<file path="config.mk">
export PLATFORM = sky130hd
export DESIGN_NAME = counter_bcd_n_digits
export DESIGN_NICKNAME = d
export VERILOG_FILES = /design/src/rtl/counter_bcd_n_digits.sv
export SDC_FILE = /design/constraint.sdc
export NUM_CORES = 1
export LEC_CHECK = 0
export BUFFER_PORTS_ARGS = -buffer_cell sky130_fd_sc_hd__clkbuf_2
export CORE_UTILIZATION = 60
export CTS_CLUSTER_DIAMETER = 60
export DETAILED_ROUTE_END_ITERATION = 10
export PLACE_DENSITY = 0.88
export REMOVE_ABC_BUFFERS = 1
export SLEW_MARGIN = 10
export SYNTH_ARGS = -nofsm -noshare
export SYNTH_HDL_FRONTEND = slang
export SYNTH_SLANG_ARGS = --single-unit
</file>
<file path="constraint.sdc">
create_clock -name CLOCK_50 -period 5.97 [get_ports CLOCK_50]
set_input_delay 0 -clock CLOCK_50 [delete_from_list [all_inputs] [get_ports CLOCK_50]]
set_output_delay 0 -clock CLOCK_50 [all_outputs]
set_load 0.02 [all_outputs]
</file>
<file path="src/rtl/counter_bcd_n_digits.sv">
// N-digit BCD up/down counter with tick prescaler, parallel load, wrap/saturate and
// active-low 7-segment decode. Define LEADING_ZERO_BLANK_EN to blank leading zero digits.
module counter_bcd_n_digits #(
  parameter int DIGITS   = 3,
  parameter int TICK_DIV = 50_000_000,
  parameter int WRAP     = 1
) (
  input  logic                  CLOCK_50,
  input  logic                  aclr,
  input  logic                  enable,
  input  logic                  up_dn,
  input  logic                  load,
  input  logic [4*DIGITS-1:0]   load_val,
  output logic [4*DIGITS-1:0]   bcd,
  output logic [7*DIGITS-1:0]   HEX,
  output logic                  tick,
  output logic                  at_max,
  output logic                  at_min,
  output logic                  wrap
);

  localparam int            PW         = (TICK_DIV > 1) ? $clog2(TICK_DIV) : 1;
  localparam logic [PW-1:0] PRESC_LAST = PW'(TICK_DIV - 1);

  logic [PW-1:0]         presc_q, presc_d;
  logic [4*DIGITS-1:0]   bcd_q, bcd_d;
  logic                  wrap_q, wrap_d;
  logic [4*DIGITS-1:0]   stepped;
  logic [4*DIGITS-1:0]   clamped;
  logic                  carry_out;

  function automatic logic [6:0] seg7(input logic [3:0] d);
    logic [6:0] s;
    case (d)
      4'd0:    s = 7'h40;
      4'd1:    s = 7'h79;
      4'd2:    s = 7'h24;
      4'd3:    s = 7'h30;
      4'd4:    s = 7'h19;
      4'd5:    s = 7'h12;
      4'd6:    s = 7'h02;
      4'd7:    s = 7'h78;
      4'd8:    s = 7'h00;
      4'd9:    s = 7'h10;
      default: s = 7'h7F;
    endcase
    return s;
  endfunction

  assign tick = enable && (presc_q == PRESC_LAST);

  // Ripple the +/-1 through all digits; a carry out of the top digit means
  // the count was at its limit and the stepped value is already the wrapped one.
  always_comb begin
    logic       carry;
    logic [3:0] d;
    carry   = 1'b1;
    stepped = bcd_q;
    for (int i = 0; i < DIGITS; i++) begin
      d = bcd_q[4*i +: 4];
      if (carry) begin
        if (up_dn) begin
          if (d == 4'd9) stepped[4*i +: 4] = 4'd0;
          else begin
            stepped[4*i +: 4] = d + 4'd1;
            carry             = 1'b0;
          end
        end else begin
          if (d == 4'd0) stepped[4*i +: 4] = 4'd9;
          else begin
            stepped[4*i +: 4] = d - 4'd1;
            carry             = 1'b0;
          end
        end
      end
    end
    carry_out = carry;
  end

  always_comb begin
    for (int i = 0; i < DIGITS; i++) begin
      clamped[4*i +: 4] = (load_val[4*i +: 4] > 4'd9) ? 4'd9 : load_val[4*i +: 4];
    end
  end

  always_comb begin
    presc_d = presc_q;
    bcd_d   = bcd_q;
    wrap_d  = 1'b0;
    if (load) begin
      bcd_d   = clamped;
      presc_d = '0;
    end else if (enable) begin
      if (tick) begin
        presc_d = '0;
        if (!carry_out) begin
          bcd_d = stepped;
        end else if (WRAP != 0) begin
          bcd_d  = stepped;
          wrap_d = 1'b1;
        end
      end else begin
        presc_d = presc_q + 1'b1;
      end
    end
  end

  always_ff @(posedge CLOCK_50) begin
    if (aclr) begin
      presc_q <= '0;
      bcd_q   <= '0;
      wrap_q  <= 1'b0;
    end else begin
      presc_q <= presc_d;
      bcd_q   <= bcd_d;
      wrap_q  <= wrap_d;
    end
  end

  assign bcd    = bcd_q;
  assign wrap   = wrap_q;
  assign at_max = (bcd_q == {DIGITS{4'h9}});
  assign at_min = (bcd_q == '0);

  always_comb begin
    logic zero_above;
    zero_above = 1'b1;
    HEX        = '0;
    for (int i = DIGITS - 1; i >= 0; i--) begin
      zero_above        = zero_above && (bcd_q[4*i +: 4] == 4'd0);
      HEX[7*i +: 7]     = seg7(bcd_q[4*i +: 4]);
`ifdef LEADING_ZERO_BLANK_EN
      if (zero_above && (i != 0)) HEX[7*i +: 7] = 7'h7F;
`endif
    end
  end

endmodule

</file>
; Word level (Yosys, flattened, before mapping)
; Memory sizes are Yosys's and may differ from the RTL's. A register that Yosys moved wholly into a read port is not among the register bits.
; Index checks and enable logic that the tools add are counted.
[word_totals]
reg_bits = 39
romBits = 336
in_bits = 17
output_inout_bits = 37
word_cells = 75
mem_count = 3
[classes]
addsub = 7
n_lt_le_gt_ge = 3
eq_ne = 5
n_mux = 36
n_bitwise = 2
n_reduce_logical = 14
[mem_list]
columns = memory, words, word_bits, read_ports, rd_ports_with_merged_regs, wr, line
row1 = (name not given), 16, 7, 1, 1, 0, 34  ; case (d)
row2 = (name not given), 16, 7, 1, 1, 0, 34
row3 = (name not given), 16, 7, 1, 1, 0, 34
[ops]
columns = op, count
row1 = two-way mux 4 bit, 20
row2 = two-way mux 12 bit, 3
row3 = "adder 26 x 1 -> 26 bit, second input constant", 1
row4 = "equality test 26 bit, second input constant", 1
row5 = two-way mux 26 bit, 1
row6 = "adder 4 x 1 -> 4 bit, second input constant", 3
row7 = "equality test 12 bit, second input constant", 1
row8 = "equality test 4 bit, second input constant", 3
row9 = "greater-than comparator 4 bit, second input constant", 3
row10 = zero test 12 bit, 1
row11 = zero test 4 bit, 3
row12 = two-way mux 1 bit, 12
row13 = "subtractor 4 x 1 -> 4 bit, second input constant", 3
row14 = nonzero test 2 bit, 4
row15 = AND reduction 3 bit, 2
row16 = OR reduction 4 bit, 1
row17 = NOT 1 bit, 2
row18 = AND reduction 2 bit, 1
row19 = OR reduction 2 bit, 1
row20 = logical AND 1 bit, 1

; Longest topological paths before layout
[depth]
ltp_word = 10
depth_mapped = 13
mapped_depth_nobuf = 13

; Least setup slack after synthesis
; Ideal clock, no wire load.
[synth_timing]
path_kind = reg2reg
start = reg bcd_q[0], in the netlist bcd[0]
end = reg, netlist name HEX[17]
setup_time_ps = 138
t_arrival_ps = 2765
setup_slack_ps = 3067
path_stages_with_launch = 12
path_buffers = 0
cell_sequence = dfxtp_1 > inv_1 > ha_1 > or4b_4 > nand2_1 > nand4_4 > xnor2_1 > a221oi_1 > inv_1 > ha_1 > mux2i_1 > a21oi_1
[synth_between]
elab_chain_len = 8
[synth_lines]
columns = element, line
row1 = start: declaration, 26  ; logic [4*DIGITS-1:0] bcd_q, bcd_d;
row2 = start signal: assignment, 111  ; bcd_q <= '0;
row3 = start signal: assignment, 115  ; bcd_q <= bcd_d;
row4 = equality test 4 bit or zero test 4 bit (tied branches), n/a
row5 = two-way mux 1 bit (on tied branches), "63, 69"
row6 = two-way mux 1 bit (*), 62  ; if (up_dn) begin
row7 = two-way mux 1 bit (*), 61  ; if (carry) begin
row8 = nonzero test 2 bit (no source line) (*), n/a
row9 = AND reduction 3 bit (no source line) (*), n/a
row10 = two-way mux 4 bit (no source line) (*) (2 in series), n/a
; Every way passes the cells marked *; elsewhere a longest branch is shown, timed or not.
; A chain may end at the register's enable or synchronous reset.

; Worst setup path in the final report
[layout_timing]
start = reg bcd_q[0], in the netlist bcd[0]
end = reg, netlist name HEX[18]
[layout_between]
elab_chain_len = 8
[layout_lines]
columns = element, line
row1 = equality test 4 bit or zero test 4 bit (tied branches), n/a
row2 = two-way mux 1 bit (on tied branches), "63, 69"
row3 = two-way mux 1 bit (*), 62
row4 = two-way mux 1 bit (*), 61
row5 = nonzero test 2 bit (no source line) (*), n/a
row6 = AND reduction 3 bit (no source line) (*), n/a
row7 = two-way mux 4 bit (no source line) (*) (2 in series), n/a
; Marked as above.

==> key figures <==
Run status
  • Run status: complete, no violations

Placed design
  • Gp weighted congestion: 0.906
  • Buffers on Ports: 53
  • Post-DP HPWL: 5.71 mm

Die
  • Die height: about 80 um
  • Die area: ~6500 um^2
  • Core box area: 5920 um^2
  • I/O pin count: 54
  • Row count: 28
  • Starting Density: 62.2%
  • Die W: roughly 80 um

Critical path
  • Crit path arrival time: 3.51 ns
  • Setup CP Type: reg2reg
  • Worst setup SP type: flop
  • Worst path slowest cell: a221oi_1
  • R2r setup slk: 2.72 ns
  • Crit path max fanout: 8
  • Reg-to-Reg Start: bcd[0]
  • Reg2Reg Depth: 11
  • R2r endpoint: HEX[18]
  • Critical path origin: bcd[0]
  • Delay of the slowest critical-path stage: 0.53 ns
  • Worst path bufs/invs: 2
  • Critical path's top delay family: compound AO/OA/AOI/OAI gates
  • Critical Path Sink Type: flop
  • Critical path, cell by cell: inv_1, ha_1, or4b_4, nand2_1, nand4_4, xnor2_1, a221oi_1, inv_1, ha_1, o21a_1, a32oi_1
  • Data required time of the critical path: 6.23 ns

Detailed routing
  • Routed wl met2: 3.79 mm
  • Detail Route met3 WL: 517 um
  • Drt initial violations: 255
  • Top Metal Used: met4
  • Routed wire length: approximately 8 mm
  • Vias/cell: 5.85
  • Final ANT Viol Nets: 0
  • WL met1: 3.51 mm
  • Initial DRT Pass Iterations: 5
  • Vias post-DR: 3293
  • Wire length per cell: around 14 um
  • Post-route DRC: 0

Logic synthesis
  • Synth Flop Type: dfxtp_1
  • Syn Std Cell Area: 3680 um^2
  • Warnings, synthesis: 0
  • Ys async rst share: 0%
  • EDFF count, synth: 0
  • Sequential area share after synthesis: 32.6%
  • Synthesized netlist cell count: 436
  • Syn_area_per_cell: roughly 8.4 um^2
  • Synth Register Bits: 60
  • Yosys cell types: 79

CTS
  • H-tree Lvls: 3
  • Hold_buf cts: 0
  • Post-CTS setup buffers: 0
  • Number of CTS-inserted buffers: 9
  • Clock latency on the worst-skew pair: 0.35 ns
  • Clock Tree Root: clkbuf_8
  • CTS Buffer Depth: 2
  • CTS sink cnt: 60
  • Clk pin slew, worst setup/hold paths: 0.06 ns
  • CTS tree: yes
  • Resize count post-CTS: 0

Power
  • Power Dens Cells: 230 nW/um^2
  • Switching Power: between 200 and 300 uW
  • Clock power frac: between 30% and 40%
  • Seq pwr share: 46.7%
  • LEAKAGE: 1.76 nW
  • VDD IR max: 165 uV
  • Internal Power: 660 uW
  • Combinational share of power: 19.2%
  • Sw frac: 30.2%

Timing
  • Slew margin rel.: approximately 47%
  • Setup Viol. Count Final: 0
  • Hold WS: 0.0208 ns
  • Fin crit period: 3.25 ns
  • RSZ-0062 raised after global routing: false
  • Worst-margin pin slew: 0.788 ns
  • Final hold violation count: 0
  • Final Skew: 0.00861 ns
  • Final Cycle Share: 54.5%
  • Setup TNS: 0 ns
  • Max Slew Vio Count: 0
  • Max Clk Rate: 0.307 GHz

Min path
  • Hold Startpoint: enable
  • Hold Path Sink: presc_q[0]
  • Hold depth: 3
  • Hold Crit Class: in2reg

Job
  • Max Cap Viol: 0

Global routing
  • Initial antenna violation count: 0
  • Total GRT Usage: a little over a quarter
  • Global-route wire length before repair: 13.1 mm
  • Largest net degree at the start of global routing: 31
  • Total grt overflow: 0
  • Vias in the first global route: 2930

Cells and area
  • Nets: 521
  • Layout cells sized above 1: 20.3%
  • Area growth, synth to finish: 11.8%
  • Diode count: 0
## sequential cells by signal, summed over array words and instances, names as in the netlist
name and cells:
presc_q 26, HEX 21, bcd 12, wrap 1
## power groups by stage
stage / Combinational [mW] / Sequential [mW] / Clock [mW]
after floorplan: 0.0948 / 0.476 / 0
after global placement: 0.174 / 0.449 / 0
after detailed placement: 0.178 / 0.450 / 0
after CTS: 0.180 / 0.441 / 0.331
after global routing: 0.200 / 0.445 / 0.345
final: 0.181 / 0.441 / 0.323
## worst max-delay path by stage
stage | endpoint | slack [ns] | depth (start not counted)
final | HEX[18] | 2.72 | 11
after global routing | HEX[18] | 2.42 | 11
after CTS | HEX[18] | 2.74 | 11
after detailed placement | HEX[6] | 2.80 | 10
after global placement | HEX[6] | 2.93 | 10
after floorplan | HEX[17] | 3.07 | 11
## Yosys cell counts (3+ instances only)
cell type  instances  area, um^2
mux2_2             4        45.0
xor2_1            16         140
o21ai_0           17        85.1
o21a_1             3        22.5
a31oi_1            8        50.1
nor3_1            17        85.1
and4_1             3        26.3
inv_1             28         105
nand3b_1           3        22.5
ha_1              20         250
nand2_1           32         120
mux2i_1            8        80.1
buf_2              5        25.0
nor2b_1            6        37.5
a211oi_1           5        37.5
a21oi_1           21         105
dfxtp_1           60        1200
and2_1             4        25.0
nand4_1            6        37.5
nor2_1            52         195
or3_1              4        25.0
nand3_1           15        75.1
and3_1             7        43.8
clkbuf_1           8        30.0
xnor2_1           11        96.3
## worst register-to-register path: stages (launching register included)
cell and delay (ns):
dfxtp_1 0.38, inv_1 0.14, ha_1 0.23, or4b_4 0.50, nand2_1 0.22, nand4_4 0.16
xnor2_1 0.20, a221oi_1 0.53, inv_1 0.19, ha_1 0.24, o21a_1 0.18, a32oi_1 0.19
## per-stage QoR
stage          power [mW]  instances  utilization (%)  worst slack (ns)  instance area, um^2
2_1_floorplan       0.570        420                -              3.07                 3590
3_3_place_gp        0.623        548             66.7              2.93                 3950
3_5_place_dp        0.628        548             66.7              2.80                 3950
4_1_cts             0.953        563             69.5              2.74                 4120
5_1_grt             0.989        563             69.5              2.42                 4120
6_report            0.946        563             69.5              2.72                 4120
## logic make-up (layout without fill, tap and decap cells)
family,count (synthesis),count (layout),share of synthesized area [%]
simple gates,183,183,28.3
flops,60,60,32.6
compound gates,87,87,16.6
fa+ha+maj,20,20,6.80
buf+inv,47,99,5.85
mux,12,12,3.40
xor+xnor,27,27,6.42
## final cells by class
cell class / instances / area (um^2)
Sequential cell: 60 / 1200
Clock buffer: 13 / 159
Tap cell: 75 / 93.8
Fill cell: 465 / 1810
Timing Repair Buffer: 53 / 265
Clock inverter: 2 / 10.0
Inverter: 31 / 121
Multi-Input combinational cell: 329 / 2260
## layer usage
layer  track usage [%]  vias up
met3              8.07       17
li1                  -     1639
met5                 0        -
met1              32.4     1514
met4              9.82        0
met2              43.9      123
## cells in the final DEF (no fill, tap or decap), types with 15 or more instances in the layout
cell,Yosys,routed
dfxtp_1,60,60
clkbuf_2,0,53
nor2_1,52,52
nand2_1,32,32
inv_1,28,28
a21oi_1,21,21
ha_1,20,20
nor3_1,17,17
o21ai_0,17,17
xor2_1,16,16
nand3_1,15,15
No activity file was read; power rests on OpenSTA's default activity.
